File: src/rtl/iob_dma_pkg.sv
// Shared DMA definitions: FSM state encoding and word-size constants
// used by the DMA engine and its FIFO-to-memory write master.
package iob_dma_pkg;

  typedef enum logic [2:0] {
    ST_IDLE,
    ST_POP,
    ST_LATCH,
    ST_WRITE,
    ST_DONE
  } dma_state_e;

  localparam int unsigned DMA_DATA_W = 32;

  function automatic int unsigned bytes_per_word(
    input int unsigned data_w
  );
    return data_w / 8;
  endfunction

endpackage

File: src/rtl/iob_dma_fifo_wr_master.sv
// Pops words from a FIFO and writes them to consecutive addresses
// on a native valid/ready master port, one word in flight at a time.
module iob_dma_fifo_wr_master
  import iob_dma_pkg::*;
#(
  parameter int ADDR_W = 24,
  parameter int DATA_W = DMA_DATA_W,
  parameter int LEN_W  = 8
) (
  input  logic              clk,
  input  logic              rst,
  input  logic              start,
  input  logic [ADDR_W-1:0] base_addr,
  input  logic [LEN_W-1:0]  length,
  output logic              busy,
  output logic              done,
  input  logic [DATA_W-1:0] fifo_rdata,
  input  logic              fifo_empty,
  output logic              fifo_read_en,
  output logic              m_valid,
  output logic [ADDR_W-1:0] m_addr,
  output logic [DATA_W-1:0] m_wdata,
  output logic [DATA_W/8-1:0] m_wstrb,
  input  logic              m_ready
);

  localparam int unsigned BPW   = bytes_per_word(DATA_W);
  localparam int unsigned SHIFT = $clog2(BPW);

  dma_state_e        state_q, state_d;
  logic [ADDR_W-1:0] addr_q, addr_d;
  logic [DATA_W-1:0] data_q, data_d;
  logic [LEN_W-1:0]  cnt_q, cnt_d;
  logic [LEN_W-1:0]  words;

  // Sub-word remainder of the byte length is dropped.
  assign words = length >> SHIFT;

  always_ff @(posedge clk or posedge rst) begin
    if (rst) begin
      state_q <= ST_IDLE;
      addr_q  <= '0;
      data_q  <= '0;
      cnt_q   <= '0;
    end else begin
      state_q <= state_d;
      addr_q  <= addr_d;
      data_q  <= data_d;
      cnt_q   <= cnt_d;
    end
  end

  always_comb begin
    state_d      = state_q;
    addr_d       = addr_q;
    data_d       = data_q;
    cnt_d        = cnt_q;
    busy         = 1'b1;
    done         = 1'b0;
    fifo_read_en = 1'b0;
    m_valid      = 1'b0;
    unique case (state_q)
      ST_IDLE: begin
        busy = 1'b0;
        if (start) begin
          addr_d  = base_addr;
          cnt_d   = words;
          state_d = (words == '0) ? ST_DONE : ST_POP;
        end
      end
      ST_POP: begin
        fifo_read_en = !fifo_empty;
        if (!fifo_empty) state_d = ST_LATCH;
      end
      ST_LATCH: begin
        data_d  = fifo_rdata;
        state_d = ST_WRITE;
      end
      ST_WRITE: begin
        m_valid = 1'b1;
        if (m_ready) begin
          addr_d  = addr_q + ADDR_W'(BPW);
          cnt_d   = cnt_q - 1'b1;
          state_d = (cnt_q == LEN_W'(1)) ? ST_DONE : ST_POP;
        end
      end
      ST_DONE: begin
        done    = 1'b1;
        state_d = ST_IDLE;
      end
      default: state_d = ST_IDLE;
    endcase
  end

  assign m_addr  = addr_q;
  assign m_wdata = data_q;
  assign m_wstrb = m_valid ? '1 : '0;

endmodule
File: config.mk
export PLATFORM = sky130hd
export DESIGN_NAME = iob_dma_fifo_wr_master
export DESIGN_NICKNAME = d
export VERILOG_FILES = /design/src/rtl/iob_dma_pkg.sv /design/src/rtl/iob_dma_fifo_wr_master.sv
export SDC_FILE = /design/constraint.sdc
export NUM_CORES = 1
export LEC_CHECK = 0
export ABC_AREA = 0
export BUFFER_PORTS_ARGS = -buffer_cell sky130_fd_sc_hd__buf_2
export CAP_MARGIN = 20
export CORE_MARGIN = 2
export CORE_UTILIZATION = 30
export DETAILED_ROUTE_END_ITERATION = 8
export GPL_ROUTABILITY_DRIVEN = 0
export GPL_TIMING_DRIVEN = 0
export PLACE_DENSITY = 0.52
export SYNTH_ARGS = -nofsm -noshare
export SYNTH_HDL_FRONTEND = slang
export SYNTH_SLANG_ARGS = --single-unit
File: constraint.sdc
create_clock -name clk -period 1.71 [get_ports clk]
set_input_delay 0.0855 -clock clk [delete_from_list [all_inputs] [get_ports clk]]
set_output_delay 0.0855 -clock clk [all_outputs]
set_load 0.01 [all_outputs]
==> results summary, run 1 <==
The run finished with clean final reports. The switching share of power is 38.5%. The total standard cell area after synthesis is ~3500 um2. Dividing total power by cell area gives a power density of 1840 nW/um2. Counting flops with an async set or reset pin after synthesis yields a share of 100%. Dividing the synthesized area by the synthesized cell count gives between 10 and 15 um2.

Entering global routing, the biggest net connects 36 pins. The slew at the pin closest to its max-slew limit is 0.719 ns. The number of antenna violations at the first check in global routing came to 1. The peak supply drop came out at 0.000819 V. The via count of the first global-routing pass came to 3341.

The starting density of the core is 30.5%. The reported max-cap violation count came out at 0. After synthesis, the cell types taking the most area are dfrtp_1 49%, mux2_2 11%, a21oi_1 4.6%.

The cell at the root of the clock tree is clkbuf_16. The hold violation count in the final report came to 0. The standard cell core area is 11300 um2. The cell internal power dissipation is 6070 uW. The number of optimization iterations in the first detailed-route pass is 4.

The cell depth of the worst flop-to-flop path came out at 6. The library cell used most frequently in the layout, excluding fill and tap cells, is buf_2. At the worst endpoint, the arrival time is 1.93 ns. STA classifies the critical path startpoint as a flop. Relative to the synthesized area, the layout overhead comes to 55.3%.

The static leakage is 0.00247 uW. Dividing the detail-routed wire length by the instance count gives 15.1 um. The fraction of the yosys area taken by sequential cells is 48.6%. The proportion of netlist area held by the largest area contributor is 48.6%.

The instance area after placement came out at around 4300 um2. The number of nets produced by synthesis is 407. After detailed routing, the number of vias per cell comes to 4.87. Combinational cells account for 47.8% of the total power. Based on the critical path, the design can be clocked at up to roughly 0.59 GHz.

The least setup slack across all paths after layout is roughly 0.0031 ns. In this run the remaining antenna-violating nets after routing total 0. The clock tree from TritonCTS is done. The number of vias after detailed routing is 3306. On the critical path, the stage with the largest delay is an instance of dfrtp_2. The largest clock skew in the final design is 0.00706 ns. The library cells used most frequently in the layout, excluding fill and tap cells, are 135 x buf_2, 61 x dfrtp_1, 40 x dlygate4sd3_1, 33 x mux2_2, 30 x a21oi_1.

The die outline height is about 110 um. The aggregate global routing overflow came out at 0. Registers are responsible for 31.4% of the overall power. The layout has approximately 1100 filler cells. The longest clock path from root to sink contains 2 buffers. The total non-filler cell area in the finished layout came out at about 5400 um2. In this design, the stage delay of the slowest critical-path cell is 0.44 ns. After technology mapping, the gate count stands at 335. The total DRC errors in the routed layout came out at 0. The count of different cell masters after synthesis came out at 52. The cell row count came out at 39. The die covers 12400 um2. The HPWL after detailed placement is 6.83 mm. The power dissipated by switching net loads came out at 3800 uW. After synthesis the netlist holds a flip-flop and latch count of 67.

The number of H-tree levels is 3. The detailed router finished its first iteration with 106 violations. The largest total area in the synthesized netlist belongs to dfrtp_1. The total length of routed wires is around 10 mm. The top-level port count is roughly 130. The main flop type after synthesis is dfrtp_1. The worst setup path is captured at a flop. The total of warnings raised by yosys came out at 0.

The required time at the endpoint of the critical path is 1.93 ns. The final total negative setup slack came out at 0 ns. The number of buffers added on ports came out at 130. Measured against its own limit, the worst slew margin works out to between 50% and 60%. Counting instances, the worst hold path has a depth of 3.

The critical path in this run is classified as flop to flop. The clock network latency to the later pin of the worst-skew pair came out at 0.34 ns. The total routing resource utilization after global routing is roughly 17%. The kind of path behind the tightest hold check is input port to flop. The die outline width came out at approximately 110 um.

Setup repair after global routing could not meet its margin everywhere. The number of nets in the final layout is roughly 600. The relative contribution of the clock network to total power came out at 20.9%. The total of endpoints with negative setup slack in the final report is 0. The minimum clock period after layout is 1.71 ns.

The number of flops mapped to enable cells by yosys came out at 0. In the final layout, the share of cells above drive strength 1 is 46.4%. The part of the cycle the worst path needs is 99.8%. The sink count of the clock tree is 67.

OpenSTA, run right after detailed placement, puts the worst setup slack at -0.412 ns. Walking the worst path, the cells encountered are clkbuf_8, or2b_1, nor2_4, buf_12, buf_8, mux2_2. The final count of pins violating max slew came out at 0.

The largest fanout on the critical path is 10. The number of CTS-inserted buffers came out at 9. The clock input transition at the sequential cells of the worst setup and hold paths is 0.06 ns. The first global-routing pass estimated between 15 and 20 mm of wire.
-- cells in the mapped netlist, types with 2 or more instances --
library cell  number
a211oi_1           2
a21oi_1           32
a221oi_2           2
a2bb2oi_1          2
a311oi_1           2
a31oi_1            3
and2_1             2
and3_1             7
and4_1             2
buf_2             14
buf_4              5
clkbuf_1           4
dfrtp_1           67
ha_1               3
inv_1             11
mux2_2            34
mux2i_1            4
nand2_1           23
nand3_1           13
nand4_1            2
nor2_1            27
nor2b_1            2
nor3_1             8
nor4_1             4
o211ai_1           2
o21ai_0           13
o21ai_1            7
o22ai_1            7
o32ai_1            3
or3_1              3
or4_1              3
xor2_1             2
-- logic make-up after synthesis --
group                    after synthesis  synth area share, %
AO/OA/AOI/OAI                         81                 14.7
XOR/XNOR                               2                0.508
adder cells (fa/ha/maj)                3                 1.09
buffers and inverters                 35                 4.86
flip-flops                            67                 48.6
multiplexers                          38                 12.3
AND/OR/NAND/NOR                      109                 18.1
-- power groups by stage --
stage                     clock network (uW)  logic, uW  registers [uW]
final                                   2060       4720            3100
after global routing                    2180       5200            3230
after CTS                               2110       4480            3070
after detailed placement                   0       4100            3070
after global placement                     0       4030            3050
after floorplan                            0       2390            3290
-- area by class of cell --
class / count / area [um2] / area share, %
antenna: 1 / 2.50 / 0.0467
timing repair buffer: 185 / 1210 / 22.6
clock inverter: 4 / 72.6 / 1.35
tap: 143 / 179 / 3.34
inverter: 12 / 51.3 / 0.957
multi-input combinational: 233 / 1700 / 31.8
clock buffer: 12 / 256 / 4.79
sequential: 67 / 1680 / 31.4
buffer: 22 / 196 / 3.66
-- registers in the layout (all words and copies together), names as in the netlist --
register and count:
m_addr 24, state_q 3, cnt_q 8, m_wdata 32
-- critical path, delay by kind of cell (launching register included) --
kind / cells / cell delay, ns
muxes: 1 / 0.34
DFF: 1 / 0.44
and+or+nand+nor: 2 / 0.38
buffers and inverters: 3 / 0.43
-- routing by layer --
layer	up-vias	global-route usage [%]	share of wire (%)
li1	1617	-	-
met3	16	5.47	6.9
met1	1561	20.5	42
met2	110	28.1	48
met4	2	6.91	2.0
met5	-	0	0.13
-- final timing paths --
path                               start     endpoint  slack, ns
max in group asynchronous            rst   state_q[1]       0.67
hold reg to reg              m_wdata[26]  m_wdata[26]       0.50
hold / removal             base_addr[18]   m_addr[18]       0.02
setup reg to reg              state_q[2]  m_wdata[10]      0.003
min in group asynchronous            rst  m_wdata[28]       0.42
setup / recovery              state_q[2]  m_wdata[10]      0.003
-- stage by stage --
step                      std cells  utilization [%]  total power [uW]  hold slack, ns
after floorplan                 335                -              5680           0.218
after global placement          608             37.9              7080           0.317
after detailed placement        609             38.0              7170           0.240
after CTS                       674             46.0              9660         0.00837
after global routing            678             47.3             10600          0.0336
final                           679             47.3              9870          0.0186
-- what timing repair did --
item,CTS,global route
endpoints found under the setup margin,69,65
cloned,1,1
resized for setup,31,28
endpoints found under the hold margin,71,0
hold buffers,40,0
buffers inserted,9,3
pin swaps,2,5
(Power assumes the default switching activity.)
==> run 2, diff against run 1 <==
==> constraint.sdc (replaced) <==
create_clock -name clk -period 1.71 [get_ports clk]
set_input_delay 0.2565 -clock clk [delete_from_list [all_inputs] [get_ports clk]]
set_output_delay 0.2565 -clock clk [all_outputs]
set_load 0.01 [all_outputs]
==> results summary, run 2 (same netlist as run 1, synthesis figures left out) <==
The number of vias after detailed routing is 3222. The first global-routing pass estimated roughly 16 mm of wire. For the pin with the worst max-slew slack, the measured transition is 0.717 ns. For this run the aggregate overflow at the end of global routing stands at 0. The filler cell count in the final layout came out at 1086. The overall die area is 12400 um2. The detail route stage leaves a number of antenna-violating nets equal to 0. The sink count of the clock tree came out at 67. In the layout the commonest cells are 128 x buf_2, 62 x dfrtp_1, 31 x a21oi_1, 26 x nor2_1, 25 x mux2_4.

The number of DRC markers in iteration 0 is approximately 120. The deepest clock path buffer count came out at 2. The via count of the first global-routing pass came out at 3213.

The checks that failed: negative setup slack. The number of standard cells in the final layout excluding fillers is approximately 650. Setup repair after global routing could not meet its margin everywhere. The total length of routed wires came out at 10.2 mm. STA classifies the critical path startpoint as a flop. Counting I/O delays and the setup requirement, the final critical path takes 1.73 ns.

The total non-filler cell area in the finished layout came out at around 5300 um2. The first detailed-routing pass ran for 4 iterations. Clock-pin slew was measured on the worst setup and hold paths at 0.06 ns. The final count of pins violating max slew came to 0. The number of flip-flops in the largest register came out at 32. The run finished, with violations left. After detailed routing, the average wire length per cell comes to 15.7 um. The normalized max-slew margin came out at 52.1%. The die outline height is 111 um. The required time at the endpoint of the critical path is 1.45 ns.

The die outline width is 111 um. The final layout contains 576 nets. The largest clock skew in the final design came out at 0.00643 ns. The starting density of the core came out at a little under a third. The highest clock rate came out at 0.577 GHz. Along the worst path, the maximum fanout reaches 8. The static leakage came out at around 0.0025 uW. Buffers inserted during clock tree synthesis total 9. The worst setup path is captured at an output pin. The total routing resource utilization after global routing came out at about 17%. The worst setup path is of the flop to output pin kind. The top-level port count is 133. The cell row count is 39. The per-cell via count in the routed design came out at between 4 and 5. The detailed-routed wire length on met2 is just under 5 mm. The library cell used most frequently in the layout, excluding fill and tap cells, is buf_2. In this run, post-CTS hold repair placed 0 buffers. The number of buffers added on ports is 130.

The hold violation count in the final report is 0. Across the VDD grid, the largest voltage drop is 0.000775 V. The worst path uses 101% of the clock period.

Data on the critical path arrives at its endpoint at 1.48 ns. The pin count of the biggest net entering global routing is 36. The ratio of total power to cell area came out at between 2000 and 2500 nW/um2. The fraction of layout instances using a drive strength above 1 is between 50% and 60%. After detailed routing, the number of remaining DRC violations is 0. The growth of design area from synthesis to finish is 52.1%. The clock network latency to the later pin of the worst-skew pair came out at about 0.34 ns.

The floorplan step defined a core boundary enclosing 11300 um2. The highest routing layer actually used is met5. The total instance count after detailed placement came out at 609.

The reported max-cap violation count came out at 0. The least setup slack across all paths after layout came out at -0.0237 ns. The worst hold path belongs to the class input port to asynchronous set/reset pin. The length of routed met3 wiring is 798 um. The H-tree was split into 3 levels.

The tree is rooted in a clkbuf_16. The total of endpoints with negative setup slack in the final report came out at 5. TritonCTS built the clock tree. The estimated wirelength of the detail-placed design came out at a little under 7 mm. The met1 wire length is between 4 and 5 mm. The post-route worst hold slack is about 0.032 ns.

The worst slack at placement came out at -0.412 ns. Once placement finished, the instance area stood at 4310 um2. The number of antenna violations at the first check in global routing came out at 1.
## run 2: path summary, 6_finish.rpt
check | start | end | slack [ns] | cells after the start
setup / recovery | state_q[2] | m_wstrb[1] | -0.02 | 6
hold / removal | rst | m_wdata[28] | 0.03 | 2
setup reg to reg | state_q[2] | m_wdata[20] | 0.01 | 6
hold reg to reg | m_addr[1] | m_addr[1] | 0.50 | 1
max in group asynchronous | rst | m_addr[16] | 1.06 | 3
min in group clk | fifo_rdata[13] | m_wdata[13] | 0.15 | 2
## run 2: layout make-up
type / count / area, um2 / area share (%)
Antenna cell: 1 / 2.50 / 0.0477
Buffer: 22 / 240 / 4.57
Clock buffer: 12 / 256 / 4.88
Clock inverter: 4 / 72.6 / 1.38
Inverter: 12 / 51.3 / 0.977
Multi-Input combinational cell: 233 / 1800 / 34.2
Sequential cell: 67 / 1680 / 32.0
Tap cell: 143 / 179 / 3.41
Timing Repair Buffer: 159 / 968 / 18.4
## run 2: layer usage
metal  vias to the layer above  GRT usage [%]
li1                       1558              -
met1                      1525           20.2
met2                       123           26.5
met3                        14           5.90
met4                         2           6.58
met5                         -              0
## run 2: what timing repair did
item                                    in CTS  in global routing
endpoints found under the hold margin        0                  0
buffers inserted                            18                  7
resized for setup                           45                 56
endpoints found under the setup margin      71                 64
cloned                                       1                  2
pin swaps                                    2                  5
## run 2: where the power goes
| group | leakage, uW | switching, uW | internal [uW] |
|---|---|---|---|
| combinational | 0.00155 | 2570 | 2820 |
| clock | 0.000159 | 697 | 1350 |
| sequential | 0.000783 | 686 | 2390 |
| total | 0.00249 | 3950 | 6570 |
## run 2: per-stage QoR
step                      power (uW)  util (%)  TNS, ns
after global routing           11300      46.4   -0.914
final                          10500      46.4   -0.101
after global placement          7080      37.9   -18.41
after CTS                       9890      43.6    -1.04
after floorplan                 5680         -   -0.818
after detailed placement        7170      38.0   -20.20
## run 2: worst max-delay path, cell delays in order (launching register included)
cell      delay (ns)
dfrtp_1         0.42
nand3b_4        0.20
inv_4           0.10
buf_8           0.11
buf_12          0.12
buf_6           0.10
buf_6           0.09
==> run 3, diff against run 2 <==
- MAX_ROUTING_LAYER: default -> met4
==> results summary, run 3 (same netlist as run 1, synthesis figures left out) <==
The post-route worst hold slack came out at between 0.03 and 0.04 ns. The tool flagged a number of max-cap violations equal to 0. The end of the worst register-to-register path is m_wdata[20]. TritonCTS created 9 clock buffers. The die outline height is 111 um.

The largest clock skew in the final design is 0.00680 ns. The growth of design area from synthesis to finish came out at 52.0%. For flop-to-flop paths, the worst setup slack is about 0.010 ns. The minimum clock period after layout came out at about 1.7 ns. The ratio of total power to cell area came out at 2000 nW/um2. Port buffering added 130 buffers. The floorplan step defined a die boundary enclosing 12400 um2. The die outline width is 111 um. The deepest clock path buffer count is 2.

The estimated wirelength of the detail-placed design is 6.83 mm. The clock network latency to the later pin of the worst-skew pair came out at between 0.3 and 0.4 ns. Global routing finished with a remaining overflow of 0. The register with the most flip-flops in the layout has 32 of them. TritonCTS built the clock tree.

The number of nets in the final layout came out at 575. The cell row count is 39. The part of the cycle the worst path needs is 101%. The slowest stage of the critical path belongs to the cell dfrtp_1. The number of antenna violations at the first check in global routing came to 1. In this run the clock root is driven by a clkbuf_16. The largest fanout on the critical path came out at 8. The buffer and inverter count on the worst path came out at 5. The slew at the pin closest to its max-slew limit came out at roughly 0.7 ns. The total of hold buffers inserted after clock tree synthesis is 0. The largest single stage delay on the critical path is 0.42 ns. STA classifies the critical path startpoint as a flop.

The post-detailed-route count of antenna-violating nets came out at 0. Leaving out fill and tap cells, the most frequent cell in the layout is buf_2. Wires add up to roughly 10 mm. The average wire length per cell after detail routing is 15.7 um. The number of vias after detailed routing is 3227. The checks that failed: negative setup slack. The required time at the endpoint of the critical path is 1.45 ns.

The cell family contributing the most delay on the critical path is buffers and inverters. The critical path class is flop to output pin. Dividing the detail-routed via count by the number of cells gives 4.94. The number of optimization iterations in the first detailed-route pass is 5.

The flow ran to the end, but the final reports show violations. The top-level port count is 133. The starting density of the core is 30.5%. For the worst setup path, the data arrival time is 1.47 ns.

Traced cell by cell, the critical path runs through nand3b_4, inv_4, buf_8, buf_12, buf_6, buf_6. The hold violation count in the final report is 0. The highest clock rate is 0.578 GHz. The normalized max-slew margin is 52.1%. The number of H-tree levels came out at 3. In this run, the number of DRC markers left after iteration 0 of detailed routing was 115. The pin count of the biggest net entering global routing is 36. The post-layout utilization of the core is 46.3%. The total routing resource utilization after global routing is 17.0%. The fraction of layout instances using a drive strength above 1 came out at 51.0%. The total DRC errors in the routed layout came out at 0. The standard cell core area is 11300 um2. The least setup slack across all paths after layout is -0.0199 ns. The sink count of the clock tree is 67. Setup repair after global routing could not meet its margin everywhere. In this run the critical register-to-register path is launched from state_q[2]. The clock input transition at the sequential cells of the worst setup and hold paths came out at 0.06 ns.

The first-pass GRT wire length came out at 16.3 mm. The static leakage is 0.00249 uW. Measured in cells, the most critical reg-to-reg path has a length of 6. The final count of pins violating max slew was 0. The total of endpoints with negative setup slack in the final report came out at 5. In this run the worst hold path is classified as input port to asynchronous set/reset pin. In this design, the critical path's most frequently occurring cell is buf_6.

The endpoint class of the critical path is an output pin. The peak supply drop came out at between 0.0007 and 0.0008 V. The via count of the first global-routing pass is ~3200. The top cell types in the final layout, fill and taps aside, are 128 x buf_2, 62 x dfrtp_1, 31 x a21oi_1, 26 x nor2_1, 25 x mux2_4. The start point of the critical path is state_q[2].
[run 3: changes by cell type in the layout (fill, tap and decap cells not counted), sizes merged]
cell | previous run | this run
buf | 172 | 171
diode | 1 | 2
[run 3: area by class of cell]
cell class                      instances  area [um2]
Antenna cell                            2        5.00
Buffer                                 22         240
Clock buffer                           12         256
Clock inverter                          4        72.6
Fill cell                            1086        6070
Inverter                               12        51.3
Multi-Input combinational cell        233        1800
Sequential cell                        67        1680
Tap cell                              143         179
Timing Repair Buffer                  158         961
[run 3: per-layer routing]
metal | global-route usage (%) | part of all wire, %
met5 | - | 0
met4 | 6.58 | 1.6
met3 | 4.81 | 6.8
met2 | 26.6 | 48
met1 | 20.9 | 44
[run 3: timing repair]
action | 4_1_cts | 5_1_grt
buffers inserted | 18 | 6
gates resized for setup | 45 | 56
endpoints found under the setup margin | 71 | 64
cloned | 1 | 2
pin swaps | 2 | 5
[run 3: worst max-delay path by stage]
stage                   to  cells after the start
2_1_floorplan   m_wdata[0]                      5
3_3_place_gp   m_wdata[20]                      5
3_5_place_dp   m_wdata[27]                      5
4_1_cts         m_wstrb[3]                      7
5_1_grt         m_wstrb[1]                      6
6_report        m_wstrb[1]                      6
[run 3: report_power, final]
part,internal (uW),switching (uW)
Clock,1350,702
Sequential,2390,685
Combinational,2810,2570
[run 3: metrics by stage]
stage | total power (uW) | instance area [um2] | setup WS [ns] | cells | TNS [ns]
global placement | 7080 | 4290 | -0.379 | 608 | -18.41
CTS | 9890 | 4930 | -0.0594 | 643 | -1.04
finish | 10500 | 5250 | -0.0199 | 653 | -0.0900
global route | 11300 | 5240 | -0.0707 | 652 | -0.914
floorplan | 5680 | 3460 | -0.0270 | 335 | -0.818
detailed placement | 7170 | 4310 | -0.412 | 609 | -20.20
